--- src/rtl/rr_mux_reg.sv ---
// rr_mux_reg: N-input round-robin arbitrated multiplexer with valid/ready
// handshakes and a single registered output stage.
//
// Ports:
//   Clk        rising-edge clock
//   Reset_n    asynchronous active-low reset
//   In_data    packed channel data, channel k at [k*WIDTH +: WIDTH]
//   In_valid   per-channel request
//   In_ready   per-channel accept, at most one bit set
//   Hold       keep top priority on the channel transferring this cycle
//   Out_data   registered selected data
//   Out_valid  Out_data holds an untaken word
//   Out_src    channel index that produced Out_data
//   Out_ready  consumer accepts Out_data this cycle
module rr_mux_reg #(
    parameter int unsigned WIDTH = 16,
    parameter int unsigned N     = 4,
    parameter int unsigned SELW  = $clog2(N)
) (
    input  logic               Clk,
    input  logic               Reset_n,
    input  logic [N*WIDTH-1:0] In_data,
    input  logic [N-1:0]       In_valid,
    output logic [N-1:0]       In_ready,
    input  logic               Hold,
    output logic [WIDTH-1:0]   Out_data,
    output logic               Out_valid,
    output logic [SELW-1:0]    Out_src,
    input  logic               Out_ready
);

    logic [SELW-1:0]  ptr_q, ptr_d;
    logic [WIDTH-1:0] data_q;
    logic [SELW-1:0]  src_q;
    logic             valid_q;

    logic             load_en;
    logic             grant_valid;
    logic [SELW-1:0]  grant;
    logic [WIDTH-1:0] grant_data;
    logic             xfer;
    logic [SELW:0]    idx;
    logic [SELW-1:0]  cand;

    // Output register can take a new word when empty or being drained now.
    assign load_en = ~valid_q | Out_ready;

    // Scan ptr, ptr+1, ... modulo N; the first valid channel wins.
    // idx carries one extra bit so the wrap works for non-power-of-two N.
    always_comb begin
        grant_valid = 1'b0;
        grant       = '0;
        idx         = '0;
        cand        = '0;
        for (int unsigned i = 0; i < N; i++) begin
            idx = {1'b0, ptr_q} + (SELW + 1)'(i);
            if (idx >= (SELW + 1)'(N)) begin
                idx = idx - (SELW + 1)'(N);
            end
            cand = idx[SELW-1:0];
            if (!grant_valid && In_valid[cand]) begin
                grant_valid = 1'b1;
                grant       = cand;
            end
        end
    end

    always_comb begin
        grant_data = '0;
        for (int unsigned k = 0; k < N; k++) begin
            if (grant == SELW'(k)) begin
                grant_data = In_data[k*WIDTH +: WIDTH];
            end
        end
    end

    // Reset_n gates the accept so no producer sees a handshake during reset.
    assign xfer     = grant_valid & load_en & Reset_n;
    assign In_ready = xfer ? (N'(1) << grant) : '0;

    always_comb begin
        if (Hold) begin
            ptr_d = grant;
        end else if (grant == SELW'(N - 1)) begin
            ptr_d = '0;
        end else begin
            ptr_d = grant + SELW'(1);
        end
    end

    always_ff @(posedge Clk or negedge Reset_n) begin
        if (!Reset_n) begin
            ptr_q   <= '0;
            data_q  <= '0;
            src_q   <= '0;
            valid_q <= 1'b0;
        end else if (xfer) begin
            ptr_q   <= ptr_d;
            data_q  <= grant_data;
            src_q   <= grant;
            valid_q <= 1'b1;
        end else if (Out_ready) begin
            // Drain without reload; data/src keep their last value.
            valid_q <= 1'b0;
        end
    end

    assign Out_data  = data_q;
    assign Out_src   = src_q;
    assign Out_valid = valid_q;

endmodule

--- config.mk ---
export PLATFORM = sky130hd
export DESIGN_NAME = rr_mux_reg
export DESIGN_NICKNAME = d
export VERILOG_FILES = /design/src/rtl/rr_mux_reg.sv
export SDC_FILE = /design/constraint.sdc
export NUM_CORES = 1
export LEC_CHECK = 0
export BUFFER_PORTS_ARGS = -buffer_cell sky130_fd_sc_hd__buf_2
export CAP_MARGIN = 15
export CORE_UTILIZATION = 30
export CTS_CLUSTER_SIZE = 30
export DETAILED_ROUTE_END_ITERATION = 12
export GPL_ROUTABILITY_DRIVEN = 0
export PLACE_DENSITY = 0.72
export SLEW_MARGIN = 40
export SYNTH_ARGS = -nofsm -noshare
export SYNTH_HDL_FRONTEND = slang
export SYNTH_SLANG_ARGS = --single-unit
--- constraint.sdc ---
create_clock -name Clk -period 3.55 [get_ports Clk]
set_input_delay 0.355 -clock Clk [delete_from_list [all_inputs] [get_ports Clk]]
set_output_delay 0.355 -clock Clk [all_outputs]
set_load 0.05 [all_outputs]
## Word level (Yosys, flattened, before mapping)

Cells that the tools add are included.
Widths: inputs -> output; s select.

- Word-level logic and storage cells: 65
- Bits in registers: 21
- Output and inout bits: 23
- Input bits: 72

- Magnitude comparators: 8
- Add/sub/neg operators: 8
- Mux-type cells: 29
- Equality and inequality tests: 3
- Reduce and logical (&&, ||, !) cells: 8
- Shift operators: 1
- Bitwise operators: 4

Operators by type and width:

| cell | count |
|---|---|
| $mux 16 | 4 |
| $mux 2 | 10 |
| $lt 2x3->1 const B | 4 |
| $mux 1 | 10 |
| $ge 3x3->1 const B | 3 |
| $bmux 1 s2 | 4 |
| $sub 2x1->2 const B | 4 |
| $add 2x2->3 const B | 2 |
| $eq 2x2->1 const B | 2 |
| $mux 4 | 1 |
| $shl 1x2->4 const A | 1 |
| $add 2x1->3 const B | 1 |
| $ge 2x3->1 const B | 1 |
| $logic_and 1x1->1 | 3 |
| $logic_not 1->1 | 3 |
| $add 2x1->2 const B | 1 |
| $and 1x1->1 | 2 |
| $eq 2x1->1 const B | 1 |
| $logic_not 2->1 | 1 |
| $reduce_bool 2->1 | 1 |
| $not 1->1 | 1 |
| $or 1x1->1 | 1 |

## Longest topological paths before layout

- Word-level depth: 19
- Gate-level depth with buffers: 12
- Gate-level depth less buffers: 9

## Least setup slack after synthesis

Ideal clock, no wire load.

- Path type: register to output
- From: register ptr_q[1]
- To: output port In_ready[3]
- Data arrival time: 2,111 ps
- Required time: 3,195 ps
- Setup slack: 1,084 ps
- Buffers on the path: 3
- Cell stages (with the launch flop): 9
- Cells stage by stage: dfrtp_1 > buf_6 > mux2i_1 > nor2_1 > nor3_1 > ha_1 > clkbuf_1 > clkbuf_1 > and2_1

- Elaborated cells between the ends (all ways): 41
- Classes of those cells: 7 x add/sub; 4 x order compare; 1 x shift; 21 x mux; 2 x bitwise; 6 x reduce/logical

RTL lines:

| item | RTL line | RTL |
|---|---|---|
| start: declaration | 32 | `logic [SELW-1:0] ptr_q, ptr_d;` |
| start signal: assignment | 98 | `ptr_q <= ptr_d;` |
| parallel branches: the longest is 13 deep, another holds $add 2x1->3 | - |  |
| $mux 2 * | 61 | `if (!grant_valid && In_valid[cand]) begin` |
| named net grant[0] | 39 | `logic [SELW-1:0] grant;` |
| $shl 1x2->4 * | 79 | `assign In_ready = xfer ? (N'(1) << grant) : '0;` |
| $mux 4 * | 79 |  |
| end: declaration | 24 | `output logic [N-1:0] In_ready,` |

Mark *: on every way through the listed nets, which the timed path passes. The select of a mux whose other input is x is not followed.

## Final worst setup path

Ends and elaborated chain as after synthesis.

==> flow_summary_export.csv <==
group,metric,value,unit
sta,setup_ws,0.745,ns
sta,min_period,2.80,ns
placed_design,detailedPlace.worstSlack,0.955,ns
sta,max_slew_margin,57.7,%
power_and_ir_drop,ir_worst_vdd,0.000314,V
setup_path,ff2ff_setup_slack,0.94,ns
clocking,cts_htree_levels,1,
setup_path,regToRegEndpoint,"Out_data[0]",
floorplan,die_area,5330,um^2
detailed_routing,wl,4.62,mm
setup_path,cp_max_fo,16,
floorplan,coreArea,4790,um^2
cells_and_area,n_antenna_cell,0,
setup_path,slowest_stage,"ha_1",
worst_hold_path,holdCritPathClass,"input port to async pin",
floorplan,initial_core_util,31.6,%
sta,tightest_slew,0.635,ns
setup_path,critPathLaunchType,"register",
sta,setup_viol_count_final,0,
detailed_routing,dr_total_vias,1711,
clocking,hold_buffers,0,
synthesis,ys_seq_area_share,34.8,%
power_and_ir_drop,power_density,651,nW/um^2
detailed_routing,viasPerCell,4.78,
sta,setup_tns,0,ns
sta,worst_clock_skew,0.00291,ns
detailed_routing,dr.pass1.iters,5,
floorplan,dieWidth,73.0,um
setup_path,reg2reg_depth,8,
synthesis,synth_top_area_share,34.8,%
global_routing,antenna_found_initial,0,
setup_path,r2r_start,"ptr_q[1]",
global_routing,grt_pass1_vias,1417,
cells_and_area,syn_to_final_growth,35.8,%
clocking,clock_path_buffers,2,
synthesis,synth-seq-cells,21,
detailed_routing,wl_per_cell,12.9,um
synthesis,synth_area_leaders,"dfrtp_1, a21oi_1, a22oi_1",
setup_path,cp_cell_sequence,"mux2i_1 -> nor2_1 -> nor3_1 -> ha_1 -> and2_1 -> buf_2",
synthesis,synthCells,207,
setup_path,slowest_delay,0.57,ns
clocking,path_clk_slew,0.07,ns
cells_and_area,final_nets,368,
setup_path,crit_arrival,2.45,ns
cells_and_area,layout-drive-gt1-share,36.8,%
detailed_routing,drt_iter0_markers,103,
synthesis,synth_cell_type_count,25,
synthesis,ys_warn_count,0,
detailed_routing,drc,0,
floorplan,pin_count,95,
floorplan,die_y,73.0,um
sta,timing.final.crit_share,79.0,%
status,outcome,"finished clean",
clocking,cts_tree,"built",
setup_path,required,3.19,ns
synthesis,avgSynthCellArea,7.30,um^2
synthesis,syn_area,1510,um^2
placed_design,dp_hpwl,3.69,mm
clocking,clockRootBuffer,"clkbuf_8",
cells_and_area,fin_util,42.9,%
run,cap_violations,0,
clocking,ctsResizeCount,0,
global_routing,overflow,0,
clocking,cts.sinks,21,
global_routing,track_usage,16.3,%
sta,rsz0062_at_grt,"false",
detailed_routing,antenna_left,0,
sta,clock.fmax,0.357,GHz
sta,final-max-slew-violation-count,0,
sta,hold_viol,0,
setup_path,worstSetupEndpointType,"primary output",
floorplan,rows,25,
power_and_ir_drop,leakage,1.06,nW
global_routing,grt_pass1_wl,6.59,mm
synthesis,yosysTopAreaCell,"dfrtp_1",
clocking,cts_setup_buffers,0,
global_routing,grt_start_max_net_pins,34,
clocking,insertion_delay,0.25,ns
placed_design,io_buffers,94,
clocking,numCtsBuffers,3,
synthesis,synth_fp_nets,283,
setup_path,worst-setup-path-type,"register to primary output",
synthesized netlist by cell type:
master	instances
a21oi_1	51
inv_1	23
dfrtp_1	21
nor2_1	20
nand2_1	18
o21ai_0	17
a22oi_1	16
clkbuf_1	9
buf_2	7
and2_1	4
ha_1	4
buf_6	2
mux2i_1	2
nor3_1	2
a211oi_2	1
a21oi_2	1
a31oi_1	1
mux2_2	1
nand2b_1	1
o21a_1	1
o221ai_1	1
o22ai_1	1
o31a_1	1
o31ai_1	1
o41ai_2	1
critical path, delay by kind of cell, from the launching register on:
family | cells | cell delay, ns
buf+inv | 1 | 0.27
fa+ha+maj | 1 | 0.57
simple gates | 3 | 0.63
mux | 1 | 0.26
flops | 1 | 0.46
logic make-up after synthesis:
logic type,synth area share (%)
simple gates,12.2
compound gates,35.9
buf+inv,11.8
flops,34.8
fa+ha+maj,3.31
mux,2.07
power breakdown:
group | leakage [nW] | internal [mW] | switching [mW]
Clock | 0.0255 | 0.0780 | 0.0741
Sequential | 0.239 | 0.317 | 0.0469
Combinational | 0.791 | 0.239 | 0.582
Total | 1.06 | 0.634 | 0.703
final cells by class:
cell class | instances | area (um^2)
timing repair buffer | 98 | 500
tap | 67 | 83.8
multi-input combinational | 145 | 811
fill | 504 | 2730
sequential | 21 | 526
inverter | 23 | 86.3
clock buffer | 3 | 41.3
clock inverter | 1 | 5.00
worst max path at each step:
stage | depth (start not counted) | slack, ns | to | startpoint
detailed placement | 8 | 0.95 | Out_data[0] | ptr_q[1]
finish | 6 | 0.75 | In_ready[3] | ptr_q[1]
global route | 6 | 0.56 | In_ready[3] | ptr_q[1]
floorplan | 8 | 1.08 | In_ready[3] | ptr_q[1]
CTS | 6 | 0.74 | In_ready[3] | ptr_q[1]
global placement | 7 | 0.80 | In_ready[2] | ptr_q[1]
through the flow:
stage | cells | hold WS [ns] | instance area [um^2] | total power, mW
final | 358 | 0.0455 | 2050 | 1.34
after global routing | 358 | 0.0793 | 2050 | 1.43
after CTS | 358 | 0.0574 | 2050 | 1.35
after detailed placement | 354 | 0.342 | 2010 | 1.19
after global placement | 354 | 0.337 | 2000 | 1.18
after floorplan | 207 | 0.0594 | 1510 | 0.978
sequential cells by signal, summed over array words and instances (netlist names):
| signal | flops |
|---|---|
| Out_valid | 1 |
| Out_data | 16 |
| ptr_q | 2 |
| Out_src | 2 |
cells in the final DEF (no fill, tap or decap), drive strengths merged, types with 2 or more instances in the layout:
cell type	synthesis	routed
dfrtp	21	21
nand2	18	18
o21ai	17	17
ha	4	4
nor2	20	20
and2	4	4
a22oi	16	16
nor3	2	2
mux2i	2	2
buf	9	98
inv	23	23
clkbuf	9	3
a21oi	52	52
per-layer routing:
metal | global-route usage (%) | routed length, um | up-vias
li1 | - | - | 883
met1 | 23.8 | 2160 | 771
met2 | 23.7 | 2140 | 49
met3 | 2.35 | 226 | 8
met4 | 7.19 | 98 | 0
met5 | 0 | 0 | -
Power figures use the tool's default switching activity.
